### config.mk
export PLATFORM = sky130hd
export DESIGN_NAME = id_ex_reg_flat
export DESIGN_NICKNAME = d
export VERILOG_FILES = /design/src/rtl/id_ex_reg_if.sv /design/src/rtl/id_ex_reg.sv /design/src/flat_wrapper.sv
export SDC_FILE = /design/constraint.sdc
export NUM_CORES = 1
export LEC_CHECK = 0
export ABC_AREA = 1
export ABC_CLOCK_PERIOD_IN_PS = 3650
export CORE_ASPECT_RATIO = 1.2
export CORE_MARGIN = 10
export CORE_UTILIZATION = 44
export CTS_CLUSTER_SIZE = 10
export DETAILED_ROUTE_END_ITERATION = 6
export PLACE_DENSITY = 0.86
export SLEW_MARGIN = 5
export SYNTH_ARGS = -nofsm -noshare
export SYNTH_HDL_FRONTEND = slang
export SYNTH_SLANG_ARGS = --single-unit
### constraint.sdc
create_clock -name clk -period 3.65 [get_ports clk]
set_clock_uncertainty 0.15 [all_clocks]
set_input_delay 0.365 -clock clk [delete_from_list [all_inputs] [get_ports clk]]
set_output_delay 0.365 -clock clk [all_outputs]
set_load 0.01 [all_outputs]
### src/rtl/id_ex_reg_if.sv
// Decode-to-execute pipeline bundle: decode-side fields (D) and the
// registered execute-side fields (E) plus the EX-stage operand muxes.
interface id_ex_reg_if #(
   parameter int DATA_WIDTH     = 32,
   parameter int OP_WIDTH       = 2,
   parameter int REG_ADDR_WIDTH = 5
);
   // Decode-stage slot
   logic                      validD;
   logic [DATA_WIDTH-1:0]     rd1D;
   logic [DATA_WIDTH-1:0]     rd2D;
   logic [DATA_WIDTH-1:0]     signImmD;
   logic [OP_WIDTH-1:0]       aluFuncD;
   logic                      aluSrcD;
   logic                      regDstD;
   logic                      regWriteD;
   logic                      memWriteD;
   logic                      memToRegD;
   logic [REG_ADDR_WIDTH-1:0] rsD;
   logic [REG_ADDR_WIDTH-1:0] rtD;
   logic [REG_ADDR_WIDTH-1:0] rdD;

   // Execute-stage registers
   logic                      validE;
   logic [DATA_WIDTH-1:0]     rd1E;
   logic [DATA_WIDTH-1:0]     rd2E;
   logic [DATA_WIDTH-1:0]     signImmE;
   logic [OP_WIDTH-1:0]       aluFuncE;
   logic                      aluSrcE;
   logic                      regDstE;
   logic                      regWriteE;
   logic                      memWriteE;
   logic                      memToRegE;
   logic [REG_ADDR_WIDTH-1:0] rsE;
   logic [REG_ADDR_WIDTH-1:0] rtE;
   logic [REG_ADDR_WIDTH-1:0] rdE;

   // Execute-stage combinational selections
   logic [DATA_WIDTH-1:0]     srcBE;
   logic [REG_ADDR_WIDTH-1:0] writeRegE;

   // Decode side: drives the D slot, observes the E stage
   modport master (
      output validD, rd1D, rd2D, signImmD, aluFuncD,
             aluSrcD, regDstD, regWriteD, memWriteD, memToRegD,
             rsD, rtD, rdD,
      input  validE, rd1E, rd2E, signImmE, aluFuncE,
             aluSrcE, regDstE, regWriteE, memWriteE, memToRegE,
             rsE, rtE, rdE, srcBE, writeRegE
   );

   // Pipeline register side: samples the D slot, produces the E stage
   modport slave (
      input  validD, rd1D, rd2D, signImmD, aluFuncD,
             aluSrcD, regDstD, regWriteD, memWriteD, memToRegD,
             rsD, rtD, rdD,
      output validE, rd1E, rd2E, signImmE, aluFuncE,
             aluSrcE, regDstE, regWriteE, memWriteE, memToRegE,
             rsE, rtE, rdE, srcBE, writeRegE
   );
endinterface

### src/rtl/id_ex_reg.sv
// ID/EX pipeline register with flush/stall control, side-effect gating for
// non-valid slots, EX-stage operand/destination muxes and a saturating
// bubble counter.
module id_ex_reg #(
   parameter int DATA_WIDTH     = 32,
   parameter int OP_WIDTH       = 2,
   parameter int REG_ADDR_WIDTH = 5
) (
   input  logic        clk,
   input  logic        rst_n,
   input  logic        stallE,
   input  logic        flushE,
   id_ex_reg_if.slave  bus,
   output logic [15:0] bubbleCnt
);

   localparam logic [15:0] BUBBLE_MAX = 16'hFFFF;

   logic                      valid_q,     valid_d;
   logic [DATA_WIDTH-1:0]     rd1_q,       rd1_d;
   logic [DATA_WIDTH-1:0]     rd2_q,       rd2_d;
   logic [DATA_WIDTH-1:0]     sign_imm_q,  sign_imm_d;
   logic [OP_WIDTH-1:0]       alu_func_q,  alu_func_d;
   logic                      alu_src_q,   alu_src_d;
   logic                      reg_dst_q,   reg_dst_d;
   logic                      reg_write_q, reg_write_d;
   logic                      mem_write_q, mem_write_d;
   logic                      mem_to_reg_q, mem_to_reg_d;
   logic [REG_ADDR_WIDTH-1:0] rs_q,        rs_d;
   logic [REG_ADDR_WIDTH-1:0] rt_q,        rt_d;
   logic [REG_ADDR_WIDTH-1:0] rd_q,        rd_d;
   logic [15:0]               bubble_cnt_q, bubble_cnt_d;

   logic bubble_in;

   // Next-state selection: flush beats stall beats normal load
   always_comb begin
      valid_d      = valid_q;
      rd1_d        = rd1_q;
      rd2_d        = rd2_q;
      sign_imm_d   = sign_imm_q;
      alu_func_d   = alu_func_q;
      alu_src_d    = alu_src_q;
      reg_dst_d    = reg_dst_q;
      reg_write_d  = reg_write_q;
      mem_write_d  = mem_write_q;
      mem_to_reg_d = mem_to_reg_q;
      rs_d         = rs_q;
      rt_d         = rt_q;
      rd_d         = rd_q;

      if (flushE) begin
         valid_d      = 1'b0;
         rd1_d        = '0;
         rd2_d        = '0;
         sign_imm_d   = '0;
         alu_func_d   = '0;
         alu_src_d    = 1'b0;
         reg_dst_d    = 1'b0;
         reg_write_d  = 1'b0;
         mem_write_d  = 1'b0;
         mem_to_reg_d = 1'b0;
         rs_d         = '0;
         rt_d         = '0;
         rd_d         = '0;
      end else if (!stallE) begin
         valid_d      = bus.validD;
         rd1_d        = bus.rd1D;
         rd2_d        = bus.rd2D;
         sign_imm_d   = bus.signImmD;
         alu_func_d   = bus.aluFuncD;
         alu_src_d    = bus.aluSrcD;
         reg_dst_d    = bus.regDstD;
         // A non-valid slot must not write the register file or memory
         reg_write_d  = bus.regWriteD & bus.validD;
         mem_write_d  = bus.memWriteD & bus.validD;
         mem_to_reg_d = bus.memToRegD;
         rs_d         = bus.rsD;
         rt_d         = bus.rtD;
         rd_d         = bus.rdD;
      end
   end

   // Bubble accounting: a flush, or an unstalled load of a non-valid slot
   always_comb begin
      bubble_in    = flushE | (~stallE & ~bus.validD);
      bubble_cnt_d = bubble_cnt_q;
      if (bubble_in && (bubble_cnt_q != BUBBLE_MAX)) begin
         bubble_cnt_d = bubble_cnt_q + 16'd1;
      end
   end

   // EX-stage state registers with asynchronous clear
   always_ff @(posedge clk or negedge rst_n) begin
      if (!rst_n) begin
         valid_q      <= 1'b0;
         rd1_q        <= '0;
         rd2_q        <= '0;
         sign_imm_q   <= '0;
         alu_func_q   <= '0;
         alu_src_q    <= 1'b0;
         reg_dst_q    <= 1'b0;
         reg_write_q  <= 1'b0;
         mem_write_q  <= 1'b0;
         mem_to_reg_q <= 1'b0;
         rs_q         <= '0;
         rt_q         <= '0;
         rd_q         <= '0;
         bubble_cnt_q <= '0;
      end else begin
         valid_q      <= valid_d;
         rd1_q        <= rd1_d;
         rd2_q        <= rd2_d;
         sign_imm_q   <= sign_imm_d;
         alu_func_q   <= alu_func_d;
         alu_src_q    <= alu_src_d;
         reg_dst_q    <= reg_dst_d;
         reg_write_q  <= reg_write_d;
         mem_write_q  <= mem_write_d;
         mem_to_reg_q <= mem_to_reg_d;
         rs_q         <= rs_d;
         rt_q         <= rt_d;
         rd_q         <= rd_d;
         bubble_cnt_q <= bubble_cnt_d;
      end
   end

   // Register outputs
   assign bus.validE    = valid_q;
   assign bus.rd1E      = rd1_q;
   assign bus.rd2E      = rd2_q;
   assign bus.signImmE  = sign_imm_q;
   assign bus.aluFuncE  = alu_func_q;
   assign bus.aluSrcE   = alu_src_q;
   assign bus.regDstE   = reg_dst_q;
   assign bus.regWriteE = reg_write_q;
   assign bus.memWriteE = mem_write_q;
   assign bus.memToRegE = mem_to_reg_q;
   assign bus.rsE       = rs_q;
   assign bus.rtE       = rt_q;
   assign bus.rdE       = rd_q;
   assign bubbleCnt     = bubble_cnt_q;

   // EX-stage muxes driven only from registered state
   assign bus.srcBE     = alu_src_q ? sign_imm_q : rd2_q;
   assign bus.writeRegE = reg_dst_q ? rd_q : rt_q;

endmodule
### src/flat_wrapper.sv
// flat-port wrapper written by rule: the top's interface ports become plain ports
module id_ex_reg_flat 
#(
   parameter int DATA_WIDTH     = 32,
   parameter int OP_WIDTH       = 2,
   parameter int REG_ADDR_WIDTH = 5
)
  (clk, rst_n, stallE, flushE, bubbleCnt, bus_validD, bus_rd1D, bus_rd2D, bus_signImmD, bus_aluFuncD, bus_aluSrcD, bus_regDstD, bus_regWriteD, bus_memWriteD, bus_memToRegD, bus_rsD, bus_rtD, bus_rdD, bus_validE, bus_rd1E, bus_rd2E, bus_signImmE, bus_aluFuncE, bus_aluSrcE, bus_regDstE, bus_regWriteE, bus_memWriteE, bus_memToRegE, bus_rsE, bus_rtE, bus_rdE, bus_srcBE, bus_writeRegE);
  id_ex_reg_if #(.DATA_WIDTH(DATA_WIDTH), .OP_WIDTH(OP_WIDTH), .REG_ADDR_WIDTH(REG_ADDR_WIDTH)) bus_i ();
  input  logic clk;
  input  logic rst_n;
  input  logic stallE;
  input  logic flushE;
  output logic [15:0] bubbleCnt;
  input wire logic [$bits(bus_i.validD)-1:0] bus_validD;
  input wire logic [$bits(bus_i.rd1D)-1:0] bus_rd1D;
  input wire logic [$bits(bus_i.rd2D)-1:0] bus_rd2D;
  input wire logic [$bits(bus_i.signImmD)-1:0] bus_signImmD;
  input wire logic [$bits(bus_i.aluFuncD)-1:0] bus_aluFuncD;
  input wire logic [$bits(bus_i.aluSrcD)-1:0] bus_aluSrcD;
  input wire logic [$bits(bus_i.regDstD)-1:0] bus_regDstD;
  input wire logic [$bits(bus_i.regWriteD)-1:0] bus_regWriteD;
  input wire logic [$bits(bus_i.memWriteD)-1:0] bus_memWriteD;
  input wire logic [$bits(bus_i.memToRegD)-1:0] bus_memToRegD;
  input wire logic [$bits(bus_i.rsD)-1:0] bus_rsD;
  input wire logic [$bits(bus_i.rtD)-1:0] bus_rtD;
  input wire logic [$bits(bus_i.rdD)-1:0] bus_rdD;
  output wire logic [$bits(bus_i.validE)-1:0] bus_validE;
  output wire logic [$bits(bus_i.rd1E)-1:0] bus_rd1E;
  output wire logic [$bits(bus_i.rd2E)-1:0] bus_rd2E;
  output wire logic [$bits(bus_i.signImmE)-1:0] bus_signImmE;
  output wire logic [$bits(bus_i.aluFuncE)-1:0] bus_aluFuncE;
  output wire logic [$bits(bus_i.aluSrcE)-1:0] bus_aluSrcE;
  output wire logic [$bits(bus_i.regDstE)-1:0] bus_regDstE;
  output wire logic [$bits(bus_i.regWriteE)-1:0] bus_regWriteE;
  output wire logic [$bits(bus_i.memWriteE)-1:0] bus_memWriteE;
  output wire logic [$bits(bus_i.memToRegE)-1:0] bus_memToRegE;
  output wire logic [$bits(bus_i.rsE)-1:0] bus_rsE;
  output wire logic [$bits(bus_i.rtE)-1:0] bus_rtE;
  output wire logic [$bits(bus_i.rdE)-1:0] bus_rdE;
  output wire logic [$bits(bus_i.srcBE)-1:0] bus_srcBE;
  output wire logic [$bits(bus_i.writeRegE)-1:0] bus_writeRegE;
  assign bus_i.validD = bus_validD;
  assign bus_i.rd1D = bus_rd1D;
  assign bus_i.rd2D = bus_rd2D;
  assign bus_i.signImmD = bus_signImmD;
  assign bus_i.aluFuncD = bus_aluFuncD;
  assign bus_i.aluSrcD = bus_aluSrcD;
  assign bus_i.regDstD = bus_regDstD;
  assign bus_i.regWriteD = bus_regWriteD;
  assign bus_i.memWriteD = bus_memWriteD;
  assign bus_i.memToRegD = bus_memToRegD;
  assign bus_i.rsD = bus_rsD;
  assign bus_i.rtD = bus_rtD;
  assign bus_i.rdD = bus_rdD;
  assign bus_validE = bus_i.validE;
  assign bus_rd1E = bus_i.rd1E;
  assign bus_rd2E = bus_i.rd2E;
  assign bus_signImmE = bus_i.signImmE;
  assign bus_aluFuncE = bus_i.aluFuncE;
  assign bus_aluSrcE = bus_i.aluSrcE;
  assign bus_regDstE = bus_i.regDstE;
  assign bus_regWriteE = bus_i.regWriteE;
  assign bus_memWriteE = bus_i.memWriteE;
  assign bus_memToRegE = bus_i.memToRegE;
  assign bus_rsE = bus_i.rsE;
  assign bus_rtE = bus_i.rtE;
  assign bus_rdE = bus_i.rdE;
  assign bus_srcBE = bus_i.srcBE;
  assign bus_writeRegE = bus_i.writeRegE;
  id_ex_reg #(.DATA_WIDTH(DATA_WIDTH), .OP_WIDTH(OP_WIDTH), .REG_ADDR_WIDTH(REG_ADDR_WIDTH)) u_core (.clk(clk), .rst_n(rst_n), .stallE(stallE), .flushE(flushE), .bus(bus_i), .bubbleCnt(bubbleCnt));
endmodule
==> results of run 1 <==
-- sequential cells by signal, summed over array words and instances, names as in the netlist, 2 cells and up --
| name | cells |
|---|---|
| u_core.bus.rd1E | 32 |
| u_core.bus.rdE | 5 |
| u_core.bus.rtE | 5 |
| u_core.bubbleCnt | 16 |
| u_core.bus.aluFuncE | 2 |
| u_core.bus.rd2E | 32 |
| u_core.bus.signImmE | 32 |
| u_core.bus.rsE | 5 |
-- cells in the final DEF, fill, tap and decap left out --
cell type        count
nand2_4              2
a21oi_1              2
nand2_1            301
nand2_2              3
nor3_1               1
clkinvlp_4           4
clkbuf_8             1
dlygate4sd3_1        1
clkinv_2             3
nand3_1             93
nor2_1              14
clkbuf_16           17
bufinv_16            5
nand4_1              4
buf_6                1
xor2_1               3
o21ai_0             55
nor2_4               1
ha_1                 1
buf_12               2
o21ai_4              1
dfrtp_1            134
clkdlybuf4s50_1    292
buf_2                1
o21ai_1             21
inv_1               52
inv_2                4
nand3b_1             1
dfrtp_2              1
xnor2_1              1
clkinv_4             1
nor2_2               7
buf_4                4
-- report_power, final --
group,switching [mW],internal [mW]
Clock,0.652,1.22
Sequential,0.112,1.60
Combinational,0.361,0.409
Total,1.13,3.23
-- layout make-up --
cell class	instances	share of cell area [%]
clock buffer	18	4.53
clock inverter	13	2.10
inverter	56	2.17
multi-input combinational	511	23.1
sequential	135	34.8
tap	168	2.17
timing repair buffer	301	31.1
-- worst max-delay path, delay by kind of cell, from the launching register on --
family | cells | cell delay (ns)
compound gates | 1 | 0.36
buf+inv | 1 | 0.56
flops | 1 | 0.99
-- final timing paths --
path                       slack, ns                       startpoint                                   to  depth (start not counted)
max reg2reg                     1.89  u_core.bubbleCnt[0]$_DFFE_PN0P_      u_core.bubbleCnt[5]$_DFFE_PN0P_                          8
min in group asynchronous       0.51                            rst_n   u_core.bus.signImmE[1]$_DFFE_PN0P_                          2
max                             0.79   u_core.bus.aluSrcE$_DFFE_PN0P_                        bus_srcBE[14]                          2
min reg2reg                     0.36  u_core.bus.rd1E[25]$_DFFE_PN0P_      u_core.bus.rd1E[25]$_DFFE_PN0P_                          2
min                             0.33                       bus_rsD[4]        u_core.bus.rsE[4]$_DFFE_PN0P_                          3
max in group asynchronous       1.97                            rst_n  u_core.bus.signImmE[26]$_DFFE_PN0P_                          3
-- layer usage --
layer  GRT usage [%]  vias to the layer above  routed length [um]
met2            41.4                      265               11800
met3            8.34                       33                1960
met1            25.8                     2941                8260
met5               0                        -                   0
met4            7.53                        0                 422
li1                -                     2905                   -
-- cell families (layout without fill, tap and decap cells) --
group | Yosys count | count (layout) | synth area share, %
compound gates | 79 | 79 | 6.78
xor+xnor | 4 | 4 | 0.584
fa+ha+maj | 1 | 1 | 0.209
buf+inv | 97 | 388 | 6.47
flops | 135 | 135 | 56.3
simple gates | 427 | 427 | 29.6
-- through the flow --
stage / std cells / setup WS [ns] / hold WS [ns] / cell area (um2) / util [%]
after global routing: 1202 / 0.638 / 0.324 / 9700 / 72.9
after global placement: 1170 / 1.31 / 0.341 / 9040 / 68.0
final: 1202 / 0.790 / 0.331 / 9700 / 72.9
after floorplan: 743 / 2.02 / -0.0806 / 6000 / -
after CTS: 1202 / 0.823 / 0.315 / 9700 / 72.9
after detailed placement: 1170 / 1.27 / 0.344 / 9040 / 68.0
==> results_dict.tcl, run 1 <==
set metrics [dict create \
    hold_path.class "primary input to flip-flop" \
    post-route-period-util_pct 78.4 \
    synth_area_um2 6000 \
    finalHoldViolCount 0 \
    yosys_warnings 0 \
    final-seq-area_um2 3380 \
    cts_made_buffers 17 \
    antenna_found_initial 0 \
    async_flop_share_pct 100 \
    drive_gt1_share_pct 5.61 \
    p_leak_nw 4.46 \
    path_max_fanout 66 \
    tritoncts "yes" \
    port_buffers 294 \
    die_w_um 127 \
    grt_max_degree 119 \
    status "finished clean" \
    syn_nets 867 \
    period_needed_ns 2.86 \
    ys_seq_elements 135 \
    clock_latency_ns 0.41 \
    cp-end-kind "primary output" \
    gp_congestion 0.896 \
    post_cts_buffers 0 \
    synth_edf_count 0 \
    initial_core_util_pct 45.1 \
    max-cap-violations 0 \
    yosysMostFrequentCell "nand2_1" \
    timing.slew.headroom_pct 34.0 \
    cts_hold_buf 1 \
    ir_drop_mv 0.325 \
    routed_wl_um 22400 \
    vias 6144 \
    dr.pass1.iters 6 \
    cts_repair_resize_count 0 \
    diodes 0 \
    drt-initial-drc-count 465 \
    rows 46 \
    synth_common_cells "301 x nand2_1, 135 x dfrtp_1, 93 x nand3_1" \
    grt_usage_pct 23.6 \
    syn2layout_area_growth_pct 61.7 \
    dp_hpwl_um 16500 \
    htreeDepth 4 \
    seq_area_frac_synth_pct 56.3 \
    synthCells 743 \
    yosys-top-cells-area "dfrtp_1 56%, nand2_1 19%, nand3_1 7.8%, o21ai_0 4.6%, inv_1 3.3%" \
    rsz0062_at_grt "no" \
    multi_input_area_um2 2240 \
    cts.sinks 135 \
    start_kind "flip-flop" \
    crit_slowest_cell "dfrtp_2" \
    drt-wirelength-per-cell_um 18.6 \
    core_area_um2 13300 \
    die_area_um2 18700 \
    p_per_area_nw_per_um2 449 \
    maxSlewViolCount 0 \
    ioPinCount 295 \
    grt_pass1_wl_um 35200 \
    drcViolationCount 0 \
    netlist.area_leader.share_pct 56.3 \
    cp_cell_sequence "o21ai_0 > clkdlybuf4s50_1" \
    via_per_inst 5.11 \
    grt-ovfl-total 0 \
    synthDistinctLibCells 23 \
    drtAntennaViolNets 0 \
    worstMarginPinSlew_ns 0.991 \
    setup_viol_count_final 0 \
    nets 1146 \
    grt_pass1_vias 6296 \
    timing.critical_path.arrival_ns 2.35 \
    avgSynthCellArea_um2 8.07 \
    cts-root-buf "clkbuf_16" \
    critPathRequiredTime_ns 3.13 \
    synth_top_area_cell "dfrtp_1" \
    ys.flop_type "dfrtp_1" \
    clock.fmax_ghz 0.350 \
    clk_pin_slew_ns 0.06 \
    die_y_um 148 \
    fill_cells 984 \
    power_mw 4.36 \
    slowest_delay_ns 0.99 \
    fin_setup_tns_ns 0 \
    worstSetupPathType "flip-flop to primary output" \
    ctsLongestPathBuffers 2 \
]
(Power assumes the default switching activity.)
==> run 2, diff against run 1 <==
--- a/config.mk
+++ b/config.mk
@@ -6,13 +6,13 @@
 export NUM_CORES = 1
 export LEC_CHECK = 0
 export ABC_AREA = 1
-export ABC_CLOCK_PERIOD_IN_PS = 3650
+export ABC_CLOCK_PERIOD_IN_PS = 2630
 export CORE_ASPECT_RATIO = 1.2
 export CORE_MARGIN = 10
-export CORE_UTILIZATION = 44
+export CORE_UTILIZATION = 37
 export CTS_CLUSTER_SIZE = 10
 export DETAILED_ROUTE_END_ITERATION = 6
-export PLACE_DENSITY = 0.86
+export PLACE_DENSITY = 0.77
 export SLEW_MARGIN = 5
 export SYNTH_ARGS = -nofsm -noshare
 export SYNTH_HDL_FRONTEND = slang
==> constraint.sdc (replaced) <==
create_clock -name clk -period 2.63 [get_ports clk]
set_clock_uncertainty 0.15 [all_clocks]
set_input_delay 0.263 -clock clk [delete_from_list [all_inputs] [get_ports clk]]
set_output_delay 0.263 -clock clk [all_outputs]
set_load 0.01 [all_outputs]
==> run 2 against run 1 <==
Hold slack worse by 0.26 ns. First-iteration DRC count rose by 0.43%. Largest power group is now registers. Sequential share of layout area decreased by 0.080 points. Sequential power rose by 38%. Utilization is 11 points lower. Critical endpoint is now bus_srcBE[12]. Flip-flop and latch count stayed put. Register-to-register slack worse by 1.0 ns. Combinational power is 39% higher. Clock power rose by 22%. Highest routed layer unchanged.
==> results_dict.tcl, run 2 (same netlist as run 1, synthesis figures left out) <==
set metrics [dict create \
    dp_cells 1215 \
    r2r_cells 8 \
    timing.slew.headroom_pct 59.0 \
    grt_pass1_vias 5930 \
    clock_latency_ns 0.41 \
    antenna_found_initial 0 \
    grt_pass1_wl_um 33700 \
    crit_path_end "bus_srcBE[12]" \
    cts.sinks 135 \
    timing.critical_path.arrival_ns 1.85 \
    status "finished clean" \
    drive_gt1_share_pct 5.77 \
    core_area_um2 15800 \
    drt-initial-drc-count 467 \
    fin_setup_tns_ns 0 \
    die_w_um 136 \
    grt-ovfl-total 0 \
    crit_start "u_core.bus.aluSrcE$_DFFE_PN0P_" \
    fin_util_pct 61.6 \
    finalHoldViolCount 0 \
    routed_wl_um 22100 \
    worstHoldPathCells 3 \
    rows 50 \
    diodes 0 \
    grt_usage_pct 19.8 \
    final-seq-area_um2 3380 \
    mostFrequentLayoutCells "301 x nand2_1, 292 x clkdlybuf4s50_1, 135 x dfrtp_1" \
    dp_hpwl_um 16600 \
    drcViolationCount 0 \
    nets 1151 \
    p_leak_nw 4.46 \
    path_max_fanout 66 \
    worstMarginPinSlew_ns 0.614 \
    p_per_area_nw_per_um2 588 \
    initial_core_util_pct 38.0 \
    cts-root-buf "clkbuf_16" \
    post-place-ws_ns 0.731 \
    post-route-period-util_pct 86.0 \
    cts_made_buffers 17 \
    setup_slack_ns 0.367 \
    gp_congestion 0.849 \
    cp-end-kind "primary output" \
    whs_ns 0.0751 \
    syn2layout_area_growth_pct 62.0 \
    via_per_inst 4.78 \
    ir_drop_mv 0.349 \
    period_needed_ns 2.26 \
    htreeDepth 4 \
    reg2reg_from "u_core.bubbleCnt[0]$_DFFE_PN0P_" \
    fin_area_um2 9720 \
    worstSetupPathType "flip-flop to primary output" \
    hold_path.class "primary input to flip-flop" \
    clock.fmax_ghz 0.442 \
    critPathRequiredTime_ns 2.22 \
    dr.pass1.iters 5 \
    die_y_um 159 \
    clk_pin_slew_ns 0.06 \
    hold_start "stallE" \
    maxSlewViolCount 0 \
    tritoncts "yes" \
    vias 5971 \
    postPlaceCellArea_um2 9140 \
    grt_max_degree 67 \
    multi_input_area_um2 2240 \
    die_area_um2 21700 \
    port_buffers 294 \
    r2r_slack_ns 0.88 \
    max-cap-violations 0 \
    stdcell_count 1248 \
    setup_viol_count_final 0 \
    start_kind "flip-flop" \
    ctsLongestPathBuffers 2 \
    fill_cells 1405 \
    ioPinCount 295 \
    drt-wirelength-per-cell_um 17.7 \
    reg2reg_to "u_core.bubbleCnt[9]$_DFFE_PN0P_" \
    rsz0062_at_grt "no" \
    post_cts_buffers 0 \
    drtAntennaViolNets 0 \
    final_common_cell "nand2_1" \
    power_mw 5.71 \
]
run 2: worst min path at each step:
stage | to | slack, ns
5_1_grt | u_core.bus.rd1E[11]$_DFFE_PN0P_ | 0.07
3_3_place_gp | u_core.bus.signImmE[10]$_DFFE_PN0P_ | 0.16
2_1_floorplan | u_core.bubbleCnt[0]$_DFFE_PN0P_ | -0.18
6_report | u_core.bus.rd1E[11]$_DFFE_PN0P_ | 0.08
4_1_cts | u_core.bus.rd1E[11]$_DFFE_PN0P_ | 0.06
3_5_place_dp | u_core.bus.signImmE[10]$_DFFE_PN0P_ | 0.16
run 2: area by class of cell:
cell class / instances / share of cell area [%]
inverter: 56 / 2.16
tap: 208 / 2.68
clock inverter: 12 / 1.34
clock buffer: 20 / 4.49
timing repair buffer: 306 / 31.5
multi-input combinational: 511 / 23.0
sequential: 135 / 34.8
run 2: report_power, final:
group	switching, mW	total [mW]	internal [mW]
Clock	0.886	2.28	1.39
Sequential	0.140	2.36	2.22
Combinational	0.498	1.07	0.575
Total	1.52	5.71	4.19
run 2: metal layers:
layer  routed length (um)  vias up  track usage, %
met4                  622        0            8.00
met3                 1850       34            6.27
met1                 8630     2786            22.6
met5                    0        -               0
li1                     -     2916               -
met2                11000      235            33.1
run 2: what timing repair did:
item / 4_1_cts / 5_1_grt
hold endpoints to repair: 40 / 0
hold buffers: 1 / 0
gates resized for setup: 0 / 0
run 2: critical path, stage by stage, from the launching register on:
cell and delay (ns):
dfrtp_1 0.40, buf_12 0.20, o21ai_0 0.24, clkdlybuf4s50_1 0.58
